**config.mk**
```make
export PLATFORM = sky130hd
export DESIGN_NAME = player_ctl
export DESIGN_NICKNAME = d
export VERILOG_FILES = /design/src/rtl/player_ctl.sv
export SDC_FILE = /design/constraint.sdc
export NUM_CORES = 1
export LEC_CHECK = 0
export BUFFER_PORTS_ARGS = -buffer_cell sky130_fd_sc_hd__buf_2
export CAP_MARGIN = 25
export CORE_MARGIN = 2
export CORE_UTILIZATION = 59
export CTS_CLUSTER_DIAMETER = 40
export DETAILED_ROUTE_END_ITERATION = 12
export GPL_TIMING_DRIVEN = 0
export PLACE_DENSITY = 0.85
export SKIP_CTS_REPAIR_TIMING = 1
export SYNTH_ARGS = -nofsm -noshare
export SYNTH_HDL_FRONTEND = slang
export SYNTH_SLANG_ARGS = --single-unit
export TNS_END_PERCENT = 50
```
**constraint.sdc**
```tcl
create_clock -name clk_40 -period 5 [get_ports clk_40]
set_input_delay 0.75 -clock clk_40 [delete_from_list [all_inputs] [get_ports clk_40]]
set_output_delay 0.75 -clock clk_40 [all_outputs]
set_load 0.05 [all_outputs]
```
**src/rtl/player_ctl.sv**
```systemverilog
// player_ctl: per-player motion controller. Converts move/jump requests into a
// registered 12-bit screen position that advances once per motion tick, so the
// speed of the sprite does not depend on the system clock frequency.
// The game_state encoding matches the state FSM: 0=START, 1=LEVEL_1, 2=FINISH;
// the unused code 3 behaves like START.
module player_ctl #(
    parameter int TICK_DIV = 400_000,
    parameter int X_START  = 20,
    parameter int X_MIN    = 0,
    parameter int X_MAX    = 780,
    parameter int Y_FLOOR  = 500,
    parameter int Y_MIN    = 40,
    parameter int STEP     = 2,
    parameter int JUMP_V0  = 12,
    parameter int VY_MAX   = 12
) (
    input  logic        clk_40,
    input  logic        rst,
    input  logic [1:0]  game_state,
    input  logic        move_left,
    input  logic        move_right,
    input  logic        jump,
    output logic [11:0] xpos_player,
    output logic [11:0] ypos_player,
    output logic        in_air
);

    localparam logic [1:0] GS_LEVEL_1 = 2'd1;
    localparam logic [1:0] GS_FINISH  = 2'd2;

    localparam int              CNT_W    = (TICK_DIV > 1) ? $clog2(TICK_DIV) : 1;
    localparam logic [CNT_W-1:0] CNT_LAST = CNT_W'(TICK_DIV - 1);

    // Positions are handled in 13 bits so that x-STEP or y+vy never wraps.
    localparam logic [12:0] X_START_W = 13'(X_START);
    localparam logic [12:0] X_MIN_W   = 13'(X_MIN);
    localparam logic [12:0] X_MAX_W   = 13'(X_MAX);
    localparam logic [12:0] Y_FLOOR_W = 13'(Y_FLOOR);
    localparam logic [12:0] Y_MIN_W   = 13'(Y_MIN);
    localparam logic [12:0] STEP_W    = 13'(STEP);
    localparam logic [7:0]  JUMP_V0_W = 8'(JUMP_V0);
    localparam logic [7:0]  VY_MAX_W  = 8'(VY_MAX);

    typedef enum logic [1:0] {
        IDLE    = 2'd0,
        GROUND  = 2'd1,
        RISING  = 2'd2,
        FALLING = 2'd3
    } vstate_t;

    vstate_t          state;
    vstate_t          state_nx;
    logic [CNT_W-1:0] cnt;
    logic             tick;
    logic             in_level;
    logic             in_finish;
    logic             jump_d;
    logic             jump_edge;
    logic             jump_pend;
    logic             pend_nx;
    logic [11:0]      x_nx;
    logic [11:0]      y_nx;
    logic [7:0]       vy;
    logic [7:0]       vy_nx;
    logic [7:0]       vy_up;
    logic [7:0]       vy_dn;
    logic [12:0]      x_w;
    logic [12:0]      y_w;
    logic [12:0]      vy_w;
    logic [12:0]      vy_up_w;

    assign in_level  = (game_state == GS_LEVEL_1);
    assign in_finish = (game_state == GS_FINISH);
    assign tick      = in_level && (cnt == CNT_LAST);
    assign jump_edge = jump && !jump_d;

    assign x_w     = {1'b0, xpos_player};
    assign y_w     = {1'b0, ypos_player};
    assign vy_w    = {5'b0, vy};
    assign vy_up   = (vy >= VY_MAX_W) ? VY_MAX_W : vy + 8'd1;
    assign vy_up_w = {5'b0, vy_up};
    assign vy_dn   = (vy == 8'd0) ? 8'd0 : vy - 8'd1;

    assign in_air  = (state == RISING) || (state == FALLING);

    // Motion tick divider: free-runs only during LEVEL_1, parked at 0 otherwise.
    always_ff @(posedge clk_40 or negedge rst) begin
        if (!rst) begin
            cnt <= '0;
        end else if (!in_level || (cnt == CNT_LAST)) begin
            cnt <= '0;
        end else begin
            cnt <= cnt + 1'b1;
        end
    end

    // Delayed copy of jump for rising-edge detection.
    always_ff @(posedge clk_40 or negedge rst) begin
        if (!rst) begin
            jump_d <= 1'b0;
        end else begin
            jump_d <= jump;
        end
    end

    // Position, velocity, pending-jump and vertical FSM state registers.
    always_ff @(posedge clk_40 or negedge rst) begin
        if (!rst) begin
            state       <= IDLE;
            xpos_player <= X_START_W[11:0];
            ypos_player <= Y_FLOOR_W[11:0];
            vy          <= 8'd0;
            jump_pend   <= 1'b0;
        end else begin
            state       <= state_nx;
            xpos_player <= x_nx;
            ypos_player <= y_nx;
            vy          <= vy_nx;
            jump_pend   <= pend_nx;
        end
    end

    // Next-state logic: game_state override first, then per-tick motion.
    always_comb begin
        state_nx = state;
        x_nx     = xpos_player;
        y_nx     = ypos_player;
        vy_nx    = vy;
        pend_nx  = jump_pend;

        if (!in_level && !in_finish) begin
            // START (or an undefined code): re-initialise every cycle.
            state_nx = IDLE;
            x_nx     = X_START_W[11:0];
            y_nx     = Y_FLOOR_W[11:0];
            vy_nx    = 8'd0;
            pend_nx  = 1'b0;
        end else if (in_finish) begin
            // FINISH: motion frozen, stale jump requests discarded.
            pend_nx = 1'b0;
        end else begin
            if (tick) begin
                // Horizontal: opposing or absent requests cancel out.
                if (move_left && !move_right) begin
                    if (x_w < X_MIN_W + STEP_W) begin
                        x_nx = X_MIN_W[11:0];
                    end else begin
                        x_nx = 12'(x_w - STEP_W);
                    end
                end else if (move_right && !move_left) begin
                    if (x_w + STEP_W > X_MAX_W) begin
                        x_nx = X_MAX_W[11:0];
                    end else begin
                        x_nx = 12'(x_w + STEP_W);
                    end
                end

                // Vertical: screen y grows downward, so rising subtracts.
                case (state)
                    IDLE: begin
                        state_nx = GROUND;
                    end
                    GROUND: begin
                        if (jump_pend) begin
                            state_nx = RISING;
                            vy_nx    = JUMP_V0_W;
                            pend_nx  = 1'b0;
                        end else begin
                            y_nx = Y_FLOOR_W[11:0];
                        end
                    end
                    RISING: begin
                        if (y_w <= Y_MIN_W + vy_w) begin
                            y_nx     = Y_MIN_W[11:0];
                            vy_nx    = 8'd0;
                            state_nx = FALLING;
                        end else begin
                            y_nx  = 12'(y_w - vy_w);
                            vy_nx = vy_dn;
                            if (vy_dn == 8'd0) begin
                                state_nx = FALLING;
                            end
                        end
                    end
                    FALLING: begin
                        if (y_w + vy_up_w >= Y_FLOOR_W) begin
                            y_nx     = Y_FLOOR_W[11:0];
                            vy_nx    = 8'd0;
                            state_nx = GROUND;
                        end else begin
                            y_nx  = 12'(y_w + vy_up_w);
                            vy_nx = vy_up;
                        end
                    end
                    default: begin
                        state_nx = IDLE;
                    end
                endcase
            end

            // An edge arriving on a tick cycle is kept for the following tick.
            if (jump_edge) begin
                pend_nx = 1'b1;
            end
        end
    end

endmodule

```
Yosys cells after proc, flatten, opt, wreduce, memory -nomap -nowiden
Cells that the tools add are included.
- input port bits: 7
- register bits after elaboration: 55
- output and inout bits: 25
- order comparisons: 5
- add/sub/neg operators: 8
- eq/ne operators: 11
- reductions and logical operators: 25
- multiplexer cells: 37
- operators by type and width (cell ; number):
    two-way mux 12 bit ; 13
    two-way mux 8 bit ; 8
    case mux 12 bit (3 select lines) ; 1
    case mux 8 bit (3 select lines) ; 1
    adder 19 x 1 -> 19 bit (second input constant) ; 1
    equality test 19 bit (second input constant) ; 1
    two-way mux 19 bit ; 1
    logical NOT 8 bit ; 2
    two-way mux 2 bit ; 7
    adder 12 x 2 -> 13 bit (second input constant) ; 1
    adder 12 x 8 -> 13 bit ; 1
    greater-or-equal comparator 13 x 9 -> 1 bit (second input constant) ; 1
    > comparator 13 x 10 -> 1 bit (second input constant) ; 1
    <= comparator 12 x 9 -> 1 bit ; 1
    < comparator 12 x 2 -> 1 bit (second input constant) ; 1
    nonzero test 4 bit ; 3
    subtractor 12 x 2 -> 12 bit (second input constant) ; 1
    subtractor 12 x 8 -> 12 bit ; 1
    adder 6 x 8 -> 9 bit (first input constant) ; 1
    adder 8 x 1 -> 8 bit (second input constant) ; 1
    greater-or-equal comparator 8 x 4 -> 1 bit (second input constant) ; 1
    case mux 2 bit (4 select lines) ; 1
    AND reduction 4 bit ; 2
    subtractor 8 x 1 -> 8 bit (second input constant) ; 1
    other kinds (16) ; 33

Logic depth before layout (Yosys ltp)
- depth in word-level cells: 9
- gate-level depth with buffers: 14
- depth with buffers taken out: 13

Worst setup path after synthesis
Ideal clock, no wire load.
- path type: flip-flop to flip-flop
- start point: register vy[5]
- end point: register state[0]
- cell stages (with the launch flop): 15
- buffers on the path: 1
- path slack: 1395 ps
- clock period less this slack: 3605 ps
- library setup time: 82 ps
- data arrival time: 3522 ps
- data required time: 4918 ps
- cell sequence: dfrtp_1 > clkbuf_1 > or4_1 > a21oi_1 > and2_1 > ha_1 > inv_1 > fa_1 > nor2b_1 > o21a_1 > nor3_1 > a2111oi_1 > nand4_1 > a311o_1 > o22ai_1
- word-level cells in the longest chain between the ends: 7
- elaborated cells on any way between the ends: 19
- classes of those cells: add/sub (4); order compare (3); eq/ne (2); mux (7); reduce/logical (3)
- RTL lines (item ; line ; source):
    from (decl) ; 63 ; logic [7:0] vy;
    from (signal assigned) ; 118 ; vy <= vy_nx;
    parallel branches: the longest is 7 deep, another holds adder 12 x 8 -> 13 bit ; -- ;
    to (signal assigned) ; 115 ; state <= state_nx;
    to (decl) ; 51 ; vstate_t state;
Several ways; the timed one is not identified. The select of a mux whose other input is x is not followed.
A chain may end at the register's enable or synchronous reset.

Worst setup path in the final report
- start point: register vy[5]
- end point: register state[1]
The elaborated chain is that of the path after synthesis.

==> impl_metrics.prom <==
# TYPE chip_impl_metric gauge
chip_impl_metric{name="setup_viol_count_final",unit=""} 0
chip_impl_info{name="synth_most_common_cell",value="nor2_1"} 1
chip_impl_metric{name="switchingPower",unit="µW"} 343
chip_impl_metric{name="antenna_left",unit=""} 0
chip_impl_info{name="critPathCaptureType",value="flip-flop"} 1
chip_impl_metric{name="reg2reg_slack",unit="ps"} 730
chip_impl_info{name="synth_common_cells",value="59 x nor2_1, 46 x dfrtp_1, 40 x inv_1"} 1
chip_impl_metric{name="timing.setup.tns",unit="ps"} 0
chip_impl_metric{name="post_drt_via_cell_ratio",unit=""} 6.41
chip_impl_info{name="cts.root.buffer_cell",value="clkbuf_8"} 1
chip_impl_metric{name="numPortBuffers",unit=""} 30
chip_impl_metric{name="core_area",unit="µm²"} 7850
chip_impl_metric{name="power_leakage",unit="µW"} 0.00221
chip_impl_metric{name="power.switching_fraction",unit="%"} 35.6
chip_impl_metric{name="first_pass_grt_wire_length",unit="µm"} 21000
chip_impl_metric{name="path_clk_slew",unit="ps"} 100
chip_impl_info{name="worstHoldPathType",value="input pin to async pin"} 1
chip_impl_metric{name="layout-drive-gt1-share",unit="%"} 11.1
chip_impl_metric{name="routed-via-count",unit=""} 4746
chip_impl_metric{name="placed_area",unit="µm²"} 5140
chip_impl_metric{name="netlist_area",unit="µm²"} 4830
chip_impl_metric{name="number_of_buffers_created_by_cts",unit=""} 5
chip_impl_metric{name="final_slew_viol_count",unit=""} 0
chip_impl_metric{name="seqPwrFrac",unit="%"} 47.6
chip_impl_info{name="critical_path.reg2reg.endpoint",value="state[1]$_DFFE_PN0P_"} 1
chip_impl_info{name="timing.critical_path.from",value="vy[5]$_DFFE_PN0P_"} 1
chip_impl_metric{name="area.growth.synth_to_final",unit="%"} 8.26
chip_impl_metric{name="finalCoreUtilization",unit="%"} 66.6
chip_impl_info{name="critPathLaunchType",value="flip-flop"} 1
chip_impl_metric{name="comb_power_share",unit="%"} 26.0
chip_impl_metric{name="seq_area_frac_synth",unit="%"} 28.2
chip_impl_metric{name="net_total_in_the_final_layout",unit=""} 682
chip_impl_metric{name="worst-slew-pin-transition",unit="ps"} 757
chip_impl_metric{name="p_per_area",unit="nW/µm²"} 184
chip_impl_metric{name="avgSynthCellArea",unit="µm²"} 8.10
chip_impl_metric{name="track_usage",unit="%"} 29.3
chip_impl_metric{name="die_height",unit="µm"} 94.5
chip_impl_metric{name="floorplan.io_pins",unit=""} 32
chip_impl_metric{name="cpPeakStageDelay",unit="ps"} 590
chip_impl_metric{name="critical_path.n_buffers_inverters",unit=""} 2
chip_impl_metric{name="clock.fmax",unit="GHz"} 0.234
chip_impl_metric{name="irDropWorstVdd",unit="µV"} 147
chip_impl_metric{name="std_cell_rows",unit=""} 32
chip_impl_metric{name="worst_slew_margin_rel",unit="%"} 49.1
chip_impl_metric{name="grt_antenna_before_repair",unit=""} 0
chip_impl_metric{name="synth_cell_types",unit=""} 76
chip_impl_metric{name="insertion_delay",unit="ps"} 310
chip_impl_info{name="worstPathCellList",value="clkbuf_1 > or4_1 > a21oi_1 > and2_1 > ha_1 > inv_1 > fa_1 > nor2b_1 > o21a_1 > nor3_1 > a2111oi_1 > nand4_1 > a311o_1 > o22ai_1"} 1
chip_impl_info{name="outcome",value="finished clean"} 1
chip_impl_metric{name="synth-edff-count",unit=""} 0
chip_impl_metric{name="crit_required",unit="ps"} 5240
chip_impl_metric{name="cts_sink_cnt",unit=""} 54
chip_impl_metric{name="worst_clock_skew",unit="ps"} 3.47
chip_impl_metric{name="worst_hold_slack",unit="ps"} 378
chip_impl_metric{name="finalCritPeriodShare",unit="%"} 85.5
chip_impl_metric{name="filler_cell_count",unit=""} 671
chip_impl_info{name="critical_path_class",value="flip-flop to flip-flop"} 1
chip_impl_metric{name="period_needed",unit="ps"} 4270
chip_impl_metric{name="power_frac_clock",unit="%"} 26.3
chip_impl_info{name="rr_startpoint",value="vy[5]$_DFFE_PN0P_"} 1
chip_impl_metric{name="yosys_warnings",unit=""} 0
chip_impl_metric{name="dieArea",unit="µm²"} 8930
chip_impl_metric{name="largest_net_degree_at_the_start_of_global_routing",unit=""} 37
chip_impl_metric{name="grt_remaining_overflow",unit=""} 0
chip_impl_info{name="worst_path_cell_with_the_longest_stage_delay",value="or4_1"} 1
chip_impl_metric{name="dieWidth",unit="µm"} 94.5
chip_impl_metric{name="cts_max_path_buffers",unit=""} 2
chip_impl_info{name="cpLargestDelayFamily",value="compound AO/OA/AOI/OAI gates"} 1
chip_impl_metric{name="drt_pre_antenna_iters",unit=""} 5
chip_impl_metric{name="place.gp.congestion",unit=""} 0.963
chip_impl_metric{name="cts.htree.levels",unit=""} 2
chip_impl_metric{name="floorplan.initialDensity",unit="%"} 61.5
chip_impl_metric{name="n_antenna_cell",unit=""} 0
chip_impl_metric{name="drtIter0Drc",unit=""} 286
chip_impl_info{name="grt_setup_unrepaired",value="false"} 1
chip_impl_metric{name="final_design_area_no_fill",unit="µm²"} 5230
chip_impl_metric{name="dpl.hpwl",unit="µm"} 9610
chip_impl_metric{name="grt_pass1_vias",unit=""} 4433
chip_impl_metric{name="p_int",unit="µW"} 620
chip_impl_metric{name="detail_route.drc_violations",unit=""} 0
chip_impl_metric{name="critical_path_peak_fanout",unit=""} 8
chip_impl_metric{name="combined_area_of_the_multi_input_logic_cells",unit="µm²"} 3220
chip_impl_info{name="synth_ff_type",value="dfrtp_1"} 1
chip_impl_info{name="post_synth_main_area_contributors",value="dfrtp_1 24%, ha_1 9.3%, nor2_1 4.6%, dfstp_2 4.4%, xnor2_1 3.8%"} 1
chip_impl_metric{name="worst_ep_arrival_time",unit="ps"} 4510
chip_impl_metric{name="timing.final.hold_violations",unit=""} 0
chip_impl_metric{name="ys_ff_latch",unit=""} 54
chip_impl_info{name="netlist.top_cell.by_area",value="dfrtp_1"} 1
chip_impl_metric{name="post-synth-top-area-fraction",unit="%"} 23.8
chip_impl_metric{name="routed_wl",unit="µm"} 12500
chip_impl_metric{name="maxCapViolations",unit=""} 0
chip_impl_info{name="cts_tree",value="done"} 1
chip_impl_metric{name="synth-async-reset-ratio",unit="%"} 100
chip_impl_metric{name="syn_inst",unit=""} 596
chip_impl_metric{name="layout.area.seq",unit="µm²"} 1360
chip_impl_metric{name="avgRoutedWirePerCell",unit="µm"} 16.9
chip_impl_metric{name="timing.reg2reg.worst_path_depth",unit=""} 14
-- how the worst max path moves through the flow --
stage / to / slack [ps] / depth (start not counted)
after global placement: state[0]$_DFFE_PN0P_ / 890 / 14
after detailed placement: state[1]$_DFFE_PN0P_ / 800 / 14
final: state[1]$_DFFE_PN0P_ / 730 / 14
after floorplan: state[0]$_DFFE_PN0P_ / 1400 / 14
after global routing: state[1]$_DFFE_PN0P_ / 420 / 14
after CTS: state[1]$_DFFE_PN0P_ / 770 / 14
-- stage by stage --
stage,total power (µW),std cells,setup WS [ps]
finish,963,740,726
floorplan,644,599,1400
global placement,702,731,886
global route,1020,740,418
detailed placement,712,732,801
CTS,961,740,770
-- worst reg2reg max path, delay by kind of cell, from the launching register on --
kind,cells,cell delay (ps)
adders and majority gates,2,560
AOI/OAI and AO/OA,5,1580
and+or+nand+nor,5,1430
buffers and inverters,2,250
DFF,1,380
-- area by class of cell --
class,count,share of cell area [%]
Inverter,40,2.87
Multi-Input combinational cell,481,61.7
Tap cell,102,2.44
Clock buffer,5,1.32
Buffer,24,2.01
Clock inverter,3,0.407
Sequential cell,54,26.0
Timing Repair Buffer,31,3.25
-- power groups by stage --
stage	combinational [µW]	sequential (µW)	clock, µW
after floorplan	169	475	0
after global placement	236	466	0
after detailed placement	245	467	0
after CTS	246	459	257
after global routing	277	461	281
final	251	459	253
-- sequential cells by signal, indices dropped and copies added, names as in the netlist --
| signal | flops |
|---|---|
| cnt | 19 |
| jump_d | 1 |
| jump_pend | 1 |
| state | 2 |
| vy | 8 |
| xpos_player | 11 |
| ypos_player | 12 |
-- routing by layer --
| metal | up-vias | GRT usage (%) | wire length, µm |
|---|---|---|---|
| li1 | 2280 | - | - |
| met1 | 2232 | 39.9 | 5650 |
| met2 | 210 | 49.2 | 5920 |
| met3 | 24 | 4.39 | 778 |
| met4 | 0 | 7.13 | 176 |
| met5 | - | 0 | 0 |
-- placed cells by master (no fill, tap or decap), types with 8 or more instances in the layout --
| cell type | Yosys | routed |
|---|---|---|
| nor2_1 | 59 | 59 |
| dfrtp_1 | 46 | 46 |
| inv_1 | 40 | 40 |
| nand2_1 | 37 | 37 |
| buf_2 | 6 | 36 |
| o21ai_0 | 36 | 36 |
| ha_1 | 36 | 36 |
| nand3_1 | 32 | 32 |
| a21oi_1 | 30 | 30 |
| nor3_1 | 22 | 22 |
| xnor2_1 | 21 | 21 |
| and3_1 | 17 | 17 |
| nand4_1 | 17 | 17 |
| clkbuf_1 | 16 | 16 |
| xor2_1 | 14 | 14 |
| a31oi_1 | 13 | 13 |
| or3_1 | 10 | 10 |
| nor4_1 | 10 | 10 |
| dfstp_2 | 8 | 8 |
-- logic make-up after synthesis --
kind of cell	synth area share, %
buffers and inverters	5.28
XOR/XNOR	6.35
adder cells (fa/ha/maj)	10.2
AND/OR/NAND/NOR	27.2
other	0.0776
multiplexers	0.881
AO/OA/AOI/OAI	21.9
flip-flops	28.2
(Power assumes the default switching activity.)
